$ cat config.mk
export PLATFORM = sky130hd
export DESIGN_NAME = uart_tx_fifo
export DESIGN_NICKNAME = d
export VERILOG_FILES = /design/src/rtl/uart_tx_fifo_pkg.sv /design/src/rtl/uart_tx_fifo_fifo.sv /design/src/rtl/uart_tx_fifo.sv
export SDC_FILE = /design/constraint.sdc
export NUM_CORES = 1
export LEC_CHECK = 0
export CAP_MARGIN = 20
export CORE_ASPECT_RATIO = 1.25
export CORE_MARGIN = 3
export CORE_UTILIZATION = 30
export DETAILED_ROUTE_END_ITERATION = 12
export GPL_TIMING_DRIVEN = 0
export SYNTH_ARGS = -nofsm -noshare
export SYNTH_HDL_FRONTEND = slang
export SYNTH_HIERARCHICAL = 1
export SYNTH_SLANG_ARGS = --single-unit
$ cat constraint.sdc
create_clock -name clk -period 2.8 [get_ports clk]
set_input_delay 0.56 -clock clk [delete_from_list [all_inputs] [get_ports clk]]
set_output_delay 0.56 -clock clk [all_outputs]
set_load 0.01 [all_outputs]
$ cat src/rtl/uart_tx_fifo_pkg.sv
// Shared UART constants and transmit FSM encoding.
// The receive path imports the same frame constants so both ends agree on framing.
package uart_tx_fifo_pkg;

    localparam int UART_DATA_W   = 8;
    localparam int DATA_BITS     = 8;
    localparam int TICKS_PER_BIT = 16;
    localparam int BAUD_SEL_W    = 3;

    localparam int TICK_CNT_W = $clog2(TICKS_PER_BIT);
    localparam int BIT_CNT_W  = $clog2(DATA_BITS);

    typedef enum logic [1:0] {
        ST_IDLE  = 2'd0,
        ST_START = 2'd1,
        ST_DATA  = 2'd2,
        ST_STOP  = 2'd3
    } tx_state_e;

    // Bits needed to hold base_div shifted left by the largest baud_sel value.
    function automatic int div_width(input int base_div);
        return $clog2(base_div) + (1 << BAUD_SEL_W);
    endfunction

endpackage

$ cat src/rtl/uart_tx_fifo_fifo.sv
// Transmit FIFO (module tx_fifo): power-of-two depth, occupancy counter drives full/empty.
// Read data is presented combinationally from the head entry so a pop can load it the same cycle.
module tx_fifo
    import uart_tx_fifo_pkg::*;
#(
    parameter int DEPTH = 4,
    parameter int WIDTH = UART_DATA_W
) (
    input  logic             clk,
    input  logic             rst,
    input  logic             push,
    input  logic [WIDTH-1:0] wr_data,
    input  logic             pop,
    output logic [WIDTH-1:0] rd_data,
    output logic             full,
    output logic             empty
);

    localparam int PTR_W = $clog2(DEPTH);
    localparam int CNT_W = PTR_W + 1;

    logic [WIDTH-1:0] mem_q [DEPTH];
    logic [PTR_W-1:0] wr_ptr_q, wr_ptr_d;
    logic [PTR_W-1:0] rd_ptr_q, rd_ptr_d;
    logic [CNT_W-1:0] count_q, count_d;
    logic             push_ok;
    logic             pop_ok;

    assign full  = (count_q == CNT_W'(DEPTH));
    assign empty = (count_q == '0);

    // A write while full is dropped even if a pop frees a slot in the same cycle.
    assign push_ok = push && !full;
    assign pop_ok  = pop && !empty;
    assign rd_data = mem_q[rd_ptr_q];

    // NOTE: every variable written here gets a default first, so no latch can be inferred.
    always_comb begin
        wr_ptr_d = wr_ptr_q;
        rd_ptr_d = rd_ptr_q;
        count_d  = count_q;
        if (push_ok) begin
            wr_ptr_d = wr_ptr_q + PTR_W'(1);
        end
        if (pop_ok) begin
            rd_ptr_d = rd_ptr_q + PTR_W'(1);
        end
        case ({push_ok, pop_ok})
            2'b10:   count_d = count_q + CNT_W'(1);
            2'b01:   count_d = count_q - CNT_W'(1);
            default: count_d = count_q;
        endcase
    end

    // NOTE: state flops use non-blocking assignments so all registers update together at the edge.
    always_ff @(posedge clk or negedge rst) begin
        if (!rst) begin
            wr_ptr_q <= '0;
            rd_ptr_q <= '0;
            count_q  <= '0;
        end else begin
            wr_ptr_q <= wr_ptr_d;
            rd_ptr_q <= rd_ptr_d;
            count_q  <= count_d;
        end
    end

    // NOTE: storage is not reset; zeroed pointers and count make stale entries unreachable.
    always_ff @(posedge clk) begin
        if (push_ok) begin
            mem_q[wr_ptr_q] <= wr_data;
        end
    end

endmodule

$ cat src/rtl/uart_tx_fifo.sv
// UART transmitter fed by a small FIFO: baud16x divider, 4-state frame FSM, registered line output.
// Frames run back to back while the FIFO has data; Int_T marks the final cycle of every stop bit.
module uart_tx_fifo
    import uart_tx_fifo_pkg::*;
#(
    parameter int BASE_DIV   = 1,
    parameter int FIFO_DEPTH = 4
) (
    input  logic                   clk,
    input  logic                   rst,
    input  logic [BAUD_SEL_W-1:0]  baud_sel,
    input  logic                   wr_en,
    input  logic [UART_DATA_W-1:0] wr_data,
    output logic                   full,
    output logic                   empty,
    output logic                   overflow,
    output logic                   data_out,
    output logic                   busy,
    output logic                   Int_T
);

    localparam int DIV_W = div_width(BASE_DIV);

    tx_state_e              state_q, state_d;
    logic [DIV_W-1:0]       div_q, div_d;
    logic [BAUD_SEL_W-1:0]  sel_q, sel_d;
    logic [TICK_CNT_W-1:0]  tick_cnt_q, tick_cnt_d;
    logic [BIT_CNT_W-1:0]   bit_cnt_q, bit_cnt_d;
    logic [UART_DATA_W-1:0] shreg_q, shreg_d;
    logic                   data_out_q, data_out_d;
    logic                   overflow_q, overflow_d;

    logic                   fifo_full;
    logic                   fifo_empty;
    logic [UART_DATA_W-1:0] fifo_rd_data;
    logic                   pop;
    logic                   start_frame;
    logic                   int_t;
    logic [DIV_W-1:0]       div_last;
    logic                   tick;
    logic                   bit_done;

    tx_fifo #(
        .DEPTH (FIFO_DEPTH),
        .WIDTH (UART_DATA_W)
    ) u_fifo (
        .clk     (clk),
        .rst     (rst),
        .push    (wr_en),
        .wr_data (wr_data),
        .pop     (pop),
        .rd_data (fifo_rd_data),
        .full    (fifo_full),
        .empty   (fifo_empty)
    );

    // Divisor uses the baud_sel captured at frame start, so mid-frame changes have no effect.
    assign div_last = (DIV_W'(BASE_DIV) << sel_q) - DIV_W'(1);
    assign tick     = (div_q == div_last);
    assign bit_done = tick && (tick_cnt_q == TICK_CNT_W'(TICKS_PER_BIT - 1));

    always_comb begin
        state_d     = state_q;
        div_d       = div_q;
        sel_d       = sel_q;
        tick_cnt_d  = tick_cnt_q;
        bit_cnt_d   = bit_cnt_q;
        shreg_d     = shreg_q;
        data_out_d  = data_out_q;
        start_frame = 1'b0;
        int_t       = 1'b0;
        pop         = 1'b0;

        if (state_q != ST_IDLE) begin
            div_d = tick ? '0 : div_q + DIV_W'(1);
            if (tick) begin
                tick_cnt_d = tick_cnt_q + TICK_CNT_W'(1);
            end
        end

        case (state_q)
            ST_IDLE: begin
                start_frame = !fifo_empty;
            end
            ST_START: begin
                if (bit_done) begin
                    state_d    = ST_DATA;
                    bit_cnt_d  = '0;
                    data_out_d = shreg_q[0];
                end
            end
            ST_DATA: begin
                if (bit_done) begin
                    if (bit_cnt_q == BIT_CNT_W'(DATA_BITS - 1)) begin
                        state_d    = ST_STOP;
                        data_out_d = 1'b1;
                    end else begin
                        bit_cnt_d  = bit_cnt_q + BIT_CNT_W'(1);
                        shreg_d    = shreg_q >> 1;
                        data_out_d = shreg_q[1];
                    end
                end
            end
            ST_STOP: begin
                if (bit_done) begin
                    int_t = 1'b1;
                    if (fifo_empty) begin
                        state_d = ST_IDLE;
                    end else begin
                        start_frame = 1'b1;
                    end
                end
            end
            default: state_d = ST_IDLE;
        endcase

        // Entering START: pop the head byte, restart bit timing and latch the baud select.
        if (start_frame) begin
            pop        = 1'b1;
            state_d    = ST_START;
            div_d      = '0;
            tick_cnt_d = '0;
            bit_cnt_d  = '0;
            shreg_d    = fifo_rd_data;
            sel_d      = baud_sel;
            data_out_d = 1'b0;
        end

        overflow_d = overflow_q | (wr_en & fifo_full);
    end

    always_ff @(posedge clk or negedge rst) begin
        if (!rst) begin
            state_q    <= ST_IDLE;
            div_q      <= '0;
            sel_q      <= '0;
            tick_cnt_q <= '0;
            bit_cnt_q  <= '0;
            shreg_q    <= '0;
            data_out_q <= 1'b1;
            overflow_q <= 1'b0;
        end else begin
            state_q    <= state_d;
            div_q      <= div_d;
            sel_q      <= sel_d;
            tick_cnt_q <= tick_cnt_d;
            bit_cnt_q  <= bit_cnt_d;
            shreg_q    <= shreg_d;
            data_out_q <= data_out_d;
            overflow_q <= overflow_d;
        end
    end

    assign full     = fifo_full;
    assign empty    = fifo_empty;
    assign overflow = overflow_q;
    assign data_out = data_out_q;
    assign busy     = (state_q != ST_IDLE);
    assign Int_T    = int_t;

endmodule

# ---- Word level (Yosys, flattened, before mapping)
# Memory sizes are Yosys's and may differ from the RTL's.
# Cells that the tools add are included.
dict set report classes {
  n_addsub 8
  reduce_logical 20
  mux 36
  bitwise_logic 2
  n_eq_ne 16
  shift 1
}
# op n
set ops {}
lappend ops {{8-bit 2-to-1 mux} 7}
lappend ops {{3-bit inequality test (second input constant)} 5}
lappend ops {{2-bit 2-to-1 mux} 6}
lappend ops {{3-bit 2-to-1 mux} 4}
lappend ops {{4-bit 2-to-1 mux} 3}
lappend ops {{3-bit one-hot mux with 2 select lines} 2}
lappend ops {{2-bit nonzero test} 6}
lappend ops {{1-bit 2-to-1 mux} 11}
lappend ops {{8-bit by 1-bit adder with 8-bit output (second input constant)} 1}
lappend ops {{8-bit == test} 1}
lappend ops {{1-bit by 3-bit << shifter with 8-bit output (first input constant)} 1}
lappend ops {{8-bit by 2-bit subtractor with 8-bit output (second input constant)} 1}
lappend ops {{3-bit by 1-bit adder with 3-bit output (second input constant)} 2}
lappend ops {{2-bit == test (second input constant)} 3}
lappend ops {{3-bit == test (second input constant)} 2}
lappend ops {{2-bit one-hot mux with 3 select lines} 1}
lappend ops {{3-bit AND reduction} 2}
lappend ops {{6-bit AND reduction} 1}
lappend ops {{2-bit by 1-bit adder with 2-bit output (second input constant)} 2}
lappend ops {{4-bit by 1-bit adder with 4-bit output (second input constant)} 1}
lappend ops {{2-bit by 1-bit == test with 1-bit output (second input constant)} 2}
lappend ops {{4-bit == test (second input constant)} 1}
lappend ops {{1-bit one-hot mux with 2 select lines} 2}
lappend ops {{4-bit AND reduction} 1}
lappend ops {{other kinds (12)} 15}
dict set report word_totals {
  ff_bits 37
  n_memories 1
  out_inout_bits 6
  ram_bits 32
  in_bits 14
}
# name depth width read_ports rd_ports_with_merged_regs write_ports line_no
set memory_table {}
lappend memory_table {u_fifo.mem_q 4 8 1 0 1 uart_tx_fifo_fifo.sv:22} ;# logic [WIDTH-1:0] mem_q [DEPTH];

# ---- Longest topological paths before layout
dict set report depth {
  ltp_word 10
  mapped_depth 14
  mapped_depth_nobuf 13
}

# ---- By module
# Netlist, hierarchy kept.
# module n_inst cells_per_inst seq_area_each_um2 area_per_inst_um2
set by_module_without_submodules {}
lappend by_module_without_submodules {uart_tx_fifo 1 182 752.0 1826.8}
lappend by_module_without_submodules {tx_fifo 1 79 1136.1 1592.8}

# ---- Least setup slack after synthesis
# No wires, ideal clock.
dict set report synth_timing {
  path_type {reg-to-reg}
  start {register div_q[6]}
  end {register u_fifo.count_q[2]}
  t_required_ns 2.721
  synth_period_minus_slack_ns 2.993
  path_stages_with_launch 14
  setup_slack_ns -0.193
  setup_ns 0.079
  arrival_time_ns 2.914
  path_cell_list {dfrtp_1 and2b_1 o21ai_1 a2111oi_4 and4_4 a21oi_2 inv_2 o31a_2 ha_1 inv_1 fa_1 xor2_1 nor2_1 xor2_1}
}
dict set report synth_between {
  elab_chain_cells 8
  word_cells_on_any_way 10
  cone_classes {3 x eq/ne; 4 x mux; 3 x reduce/logical}
}
# item line_no
set synth_rtl {}
lappend synth_rtl {{start: declaration} uart_tx_fifo.sv:25} ;# logic [DIV_W-1:0] div_q, div_d;
lappend synth_rtl {{start signal: assignment} uart_tx_fifo.sv:144} ;# div_q <= div_d;
lappend synth_rtl {{8-bit == test *} uart_tx_fifo.sv:59} ;# assign tick = (div_q == div_last);
lappend synth_rtl {{1-bit logical AND *} uart_tx_fifo.sv:60} ;# assign bit_done = tick && (tick_cnt_q == TICK_CNT_W'(TICKS_PER_BIT - 1));
lappend synth_rtl {{1-bit 2-to-1 mux *} uart_tx_fifo.sv:105} ;# if (bit_done) begin
lappend synth_rtl {{1-bit one-hot mux with 2 select lines *} uart_tx_fifo.sv:81} ;# case (state_q)
lappend synth_rtl {{1-bit 2-to-1 mux *} uart_tx_fifo.sv:118} ;# if (start_frame) begin
lappend synth_rtl {{named net pop} uart_tx_fifo.sv:36} ;# logic pop;
lappend synth_rtl {{1-bit logical AND *} uart_tx_fifo_fifo.sv:34} ;# assign pop_ok = pop && !empty;
lappend synth_rtl {{named net u_fifo.pop_ok} uart_tx_fifo_fifo.sv:27} ;# logic pop_ok;
lappend synth_rtl {{2-bit by 1-bit == test with 1-bit output / 2-bit == test (equally long branches)} uart_tx_fifo_fifo.sv:48} ;# case ({push_ok, pop_ok})
lappend synth_rtl {{3-bit one-hot mux with 2 select lines / 2-bit nonzero test (equally long branches)} -}
lappend synth_rtl {{end signal: assignment} uart_tx_fifo_fifo.sv:64} ;# count_q <= count_d;
lappend synth_rtl {{end: declaration} uart_tx_fifo_fifo.sv:25} ;# logic [CNT_W-1:0] count_q, count_d;
# Mark *: on every way through the listed nets, which the timed path passes. The rest lies on a longest branch.
# A chain may end at the register's enable or synchronous reset.

# ---- Worst setup path after layout
# Same ends and word-level chain as after synthesis.

==> metrics.yaml <==
floorplan:
  chipHeight_um: 125
  die_x_um: 101
  core_area_um2: 10900
  rows: 42
  io-pin-count: 20
  start_util: 0.314
  die_area_um2: 12700
critical_path:
  critPathCaptureType: "flop"
  path_cells: "and2b_1 -> o21ai_2 -> a2111oi_4 -> buf_4 -> and4_4 -> a21oi_4 -> inv_4 -> o31a_4 -> ha_4 -> inv_2 -> fa_2 -> xor2_1 -> nor2_1 -> xor2_1"
  required_ps: 3050
  crit_fanout: 4
  r2r_setup_slack_ps: 50
  crit_end: "u_fifo/count_q[2]$_DFFE_PN0P_"
  worst_path_most_repeated_cell: "xor2_1"
  path_depth: 14
  reg2reg_to: "u_fifo/count_q[2]$_DFFE_PN0P_"
  crit_start: "div_q[6]$_DFFE_PN0P_"
  r2r_cells: 14
  cpMaxStageDelayCell: "dfrtp_1"
  cp-start-kind: "flop"
  r2r_start: "div_q[6]$_DFFE_PN0P_"
  cp_top_family: "compound AO/OA/AOI/OAI gates"
  cp.buffers_inverters: 3
  crit_arrival_ps: 3000
  crit_type: "flop to flop"
  critPathMaxStageDelay_ps: 410
final_layout:
  fin_nets: 333
  regArea_um2: 1890
  fillers: 1020
  area_growth_pct: 23.6
  multi_input_area_um2: 1470
  antennaDiodeCount: 0
  drive_above_1_share: 0.274
  fin_util: 0.388
power_and_ir_drop:
  leakagePower_nw: 1.68
  pwr_density_cell_nw_per_um2: 950
  irDropWorstVdd_uv: 478
clock_tree:
  ctsHoldBuffers: 0
  cts_num_sinks: 69
  numCtsBuffers: 9
  htreeDepth: 3
  clk_latency_ps: 330
  clockRootBuffer: "clkbuf_16"
  cts_tree: "yes"
  cts.path.max_buffers: 2
  clk_transition_reported_paths_ps: 60
yosys:
  synth_most_common_cell: "dfrtp_1"
  yosysSeqAreaShare: 0.552
  synth_edf_count: 32
  synth.top_cell.area_share: 0.281
  async_reset_ff_frac: 0.536
  synth_area_per_cell_um2: 13.1
  synth_nets: 289
  yosys-top-cells-count: "36 x dfrtp_1, 32 x edfxtp_1, 18 x inv_1"
  synth_top_area_cell: "edfxtp_1"
  synth_cells: 261
  synth_area_leaders: "edfxtp_1 28%, dfrtp_1 26%, mux4_2 5.3%"
  yosysWarnings: 6
  synth_ff_type: "dfrtp_1"
  synthesis.area_um2: 3420
  synth.ff_latch_count: 69
  ys_types: 47
placement:
  dp_worst_setup_slack_ps: -332
  io_buffers: 19
  gp_routability_congestion: 0.820
  hpwlAfterDp_mm: 4.09
timing:
  fin_crit_ps: 2750
  slew_headroom: 0.440
  holdWs_ps: 326
  finalSetupViolations: 0
  setup_ws_ps: 51.4
  hold_violations: 0
  slew_viol_final: 0
  min_period_over_period: 0.982
  fin_skew_ps: 5.81
  worstMarginPinSlew_ps: 840
  max_freq_ghz: 0.364
  rsz0062_at_grt: "yes"
drt:
  drtIter0Drc: 93
  vias: 2116
  route.detailed.drc: 0
  drtAntennaViolNets: 0
  viasPerCell: 4.79
  drt_wl_total_mm: 6.18
  drtPass1Iterations: 4
  wire_per_inst_um: 14.0
global_routing:
  grt.overflow.total: 0
  grt_pass1_vias: 2140
  grt_usage: 0.104
  grt_start_max_net_pins: 38
  antenna_found_initial: 0
  grt_pass1_wl_mm: 10.4
worst_hold_path:
  hold_class: "input pin to async pin"
run_status:
  status: "complete, no violations"
flow_run:
  cap_violations: 0
final cells by class:
cell class | count | area share
flip-flops and latches | 69 | 0.447
multi-input cells | 167 | 0.349
clock buffers | 10 | 0.0542
inverters | 19 | 0.0175
repair buffers | 33 | 0.0675
clock inverters | 6 | 0.0169
well taps | 132 | 0.0391
plain buffers | 6 | 0.00948
where the power goes:
part | internal (W) | switching (W)
Sequential | 0.00137 | 0.000228
Combinational | 0.000693 | 0.000592
Clock | 0.000695 | 0.000432
metal layers:
metal,global-route usage,part of all wire,vias up
li1,-,-,1049
met1,0.122,0.44,1024
met2,0.173,0.51,33
met3,0.0368,0.041,10
met4,0.0360,0.017,0
met5,0,0,-
sequential cells by signal (all words and copies together), names as in the netlist:
signal / flops
u_fifo/count_q: 3
div_q: 8
bit_cnt_q: 3
u_fifo/mem_q: 32
u_fifo/wr_ptr_q: 2
sel_q: 3
overflow: 1
u_fifo/rd_ptr_q: 2
data_out: 1
state_q: 2
tick_cnt_q: 4
shreg_q: 8
how the worst min path moves through the flow:
| stage | end | slack (ps) | depth (start not counted) |
|---|---|---|---|
| after floorplan | bit_cnt_q[0]$_DFFE_PN0P_ | 260 | 0 |
| after global placement | overflow$_DFF_PN0_ | 450 | 1 |
| after detailed placement | overflow$_DFF_PN0_ | 460 | 1 |
| after CTS | div_q[5]$_DFFE_PN0P_ | 370 | 1 |
| after global routing | div_q[5]$_DFFE_PN0P_ | 400 | 1 |
| final | div_q[5]$_DFFE_PN0P_ | 330 | 1 |
cell families after synthesis:
logic type | Yosys count | share of synthesized area
flops | 69 | 0.552
buf+inv | 25 | 0.0326
fa+ha+maj | 14 | 0.0534
compound gates | 48 | 0.0970
mux | 30 | 0.132
simple gates | 66 | 0.110
xor+xnor | 9 | 0.0230
timing repair:
item / CTS / global route
setup buffers: 10 / 4
endpoints found under the hold margin: 0 / 0
setup endpoints to repair: 3 / 3
pin swaps: 2 / 3
gates resized for setup: 3 / 5
metrics by stage:
| stage | std cells | area, µm² | setup TNS [ps] | power, W |
|---|---|---|---|---|
| 2_1_floorplan | 261 | 3460 | -56.4 | 0.00249 |
| 3_3_place_gp | 412 | 3810 | -602 | 0.00276 |
| 3_5_place_dp | 412 | 3810 | -646 | 0.00280 |
| 4_1_cts | 438 | 4190 | 0 | 0.00406 |
| 5_1_grt | 442 | 4230 | -66.6 | 0.00428 |
| 6_report | 442 | 4230 | 0 | 0.00401 |
placed cells by master, fill, tap and decap left out, types with 11 or more instances in the layout:
master	n
edfxtp_1	32
nand2_1	11
dfrtp_1	36
o21ai_0	12
nor2_1	16
inv_1	17
clkdlybuf4s50_1	17
ha_1	12
buf_4	14
mux2_2	13
Note: power is estimated with default switching activity, not from simulation.
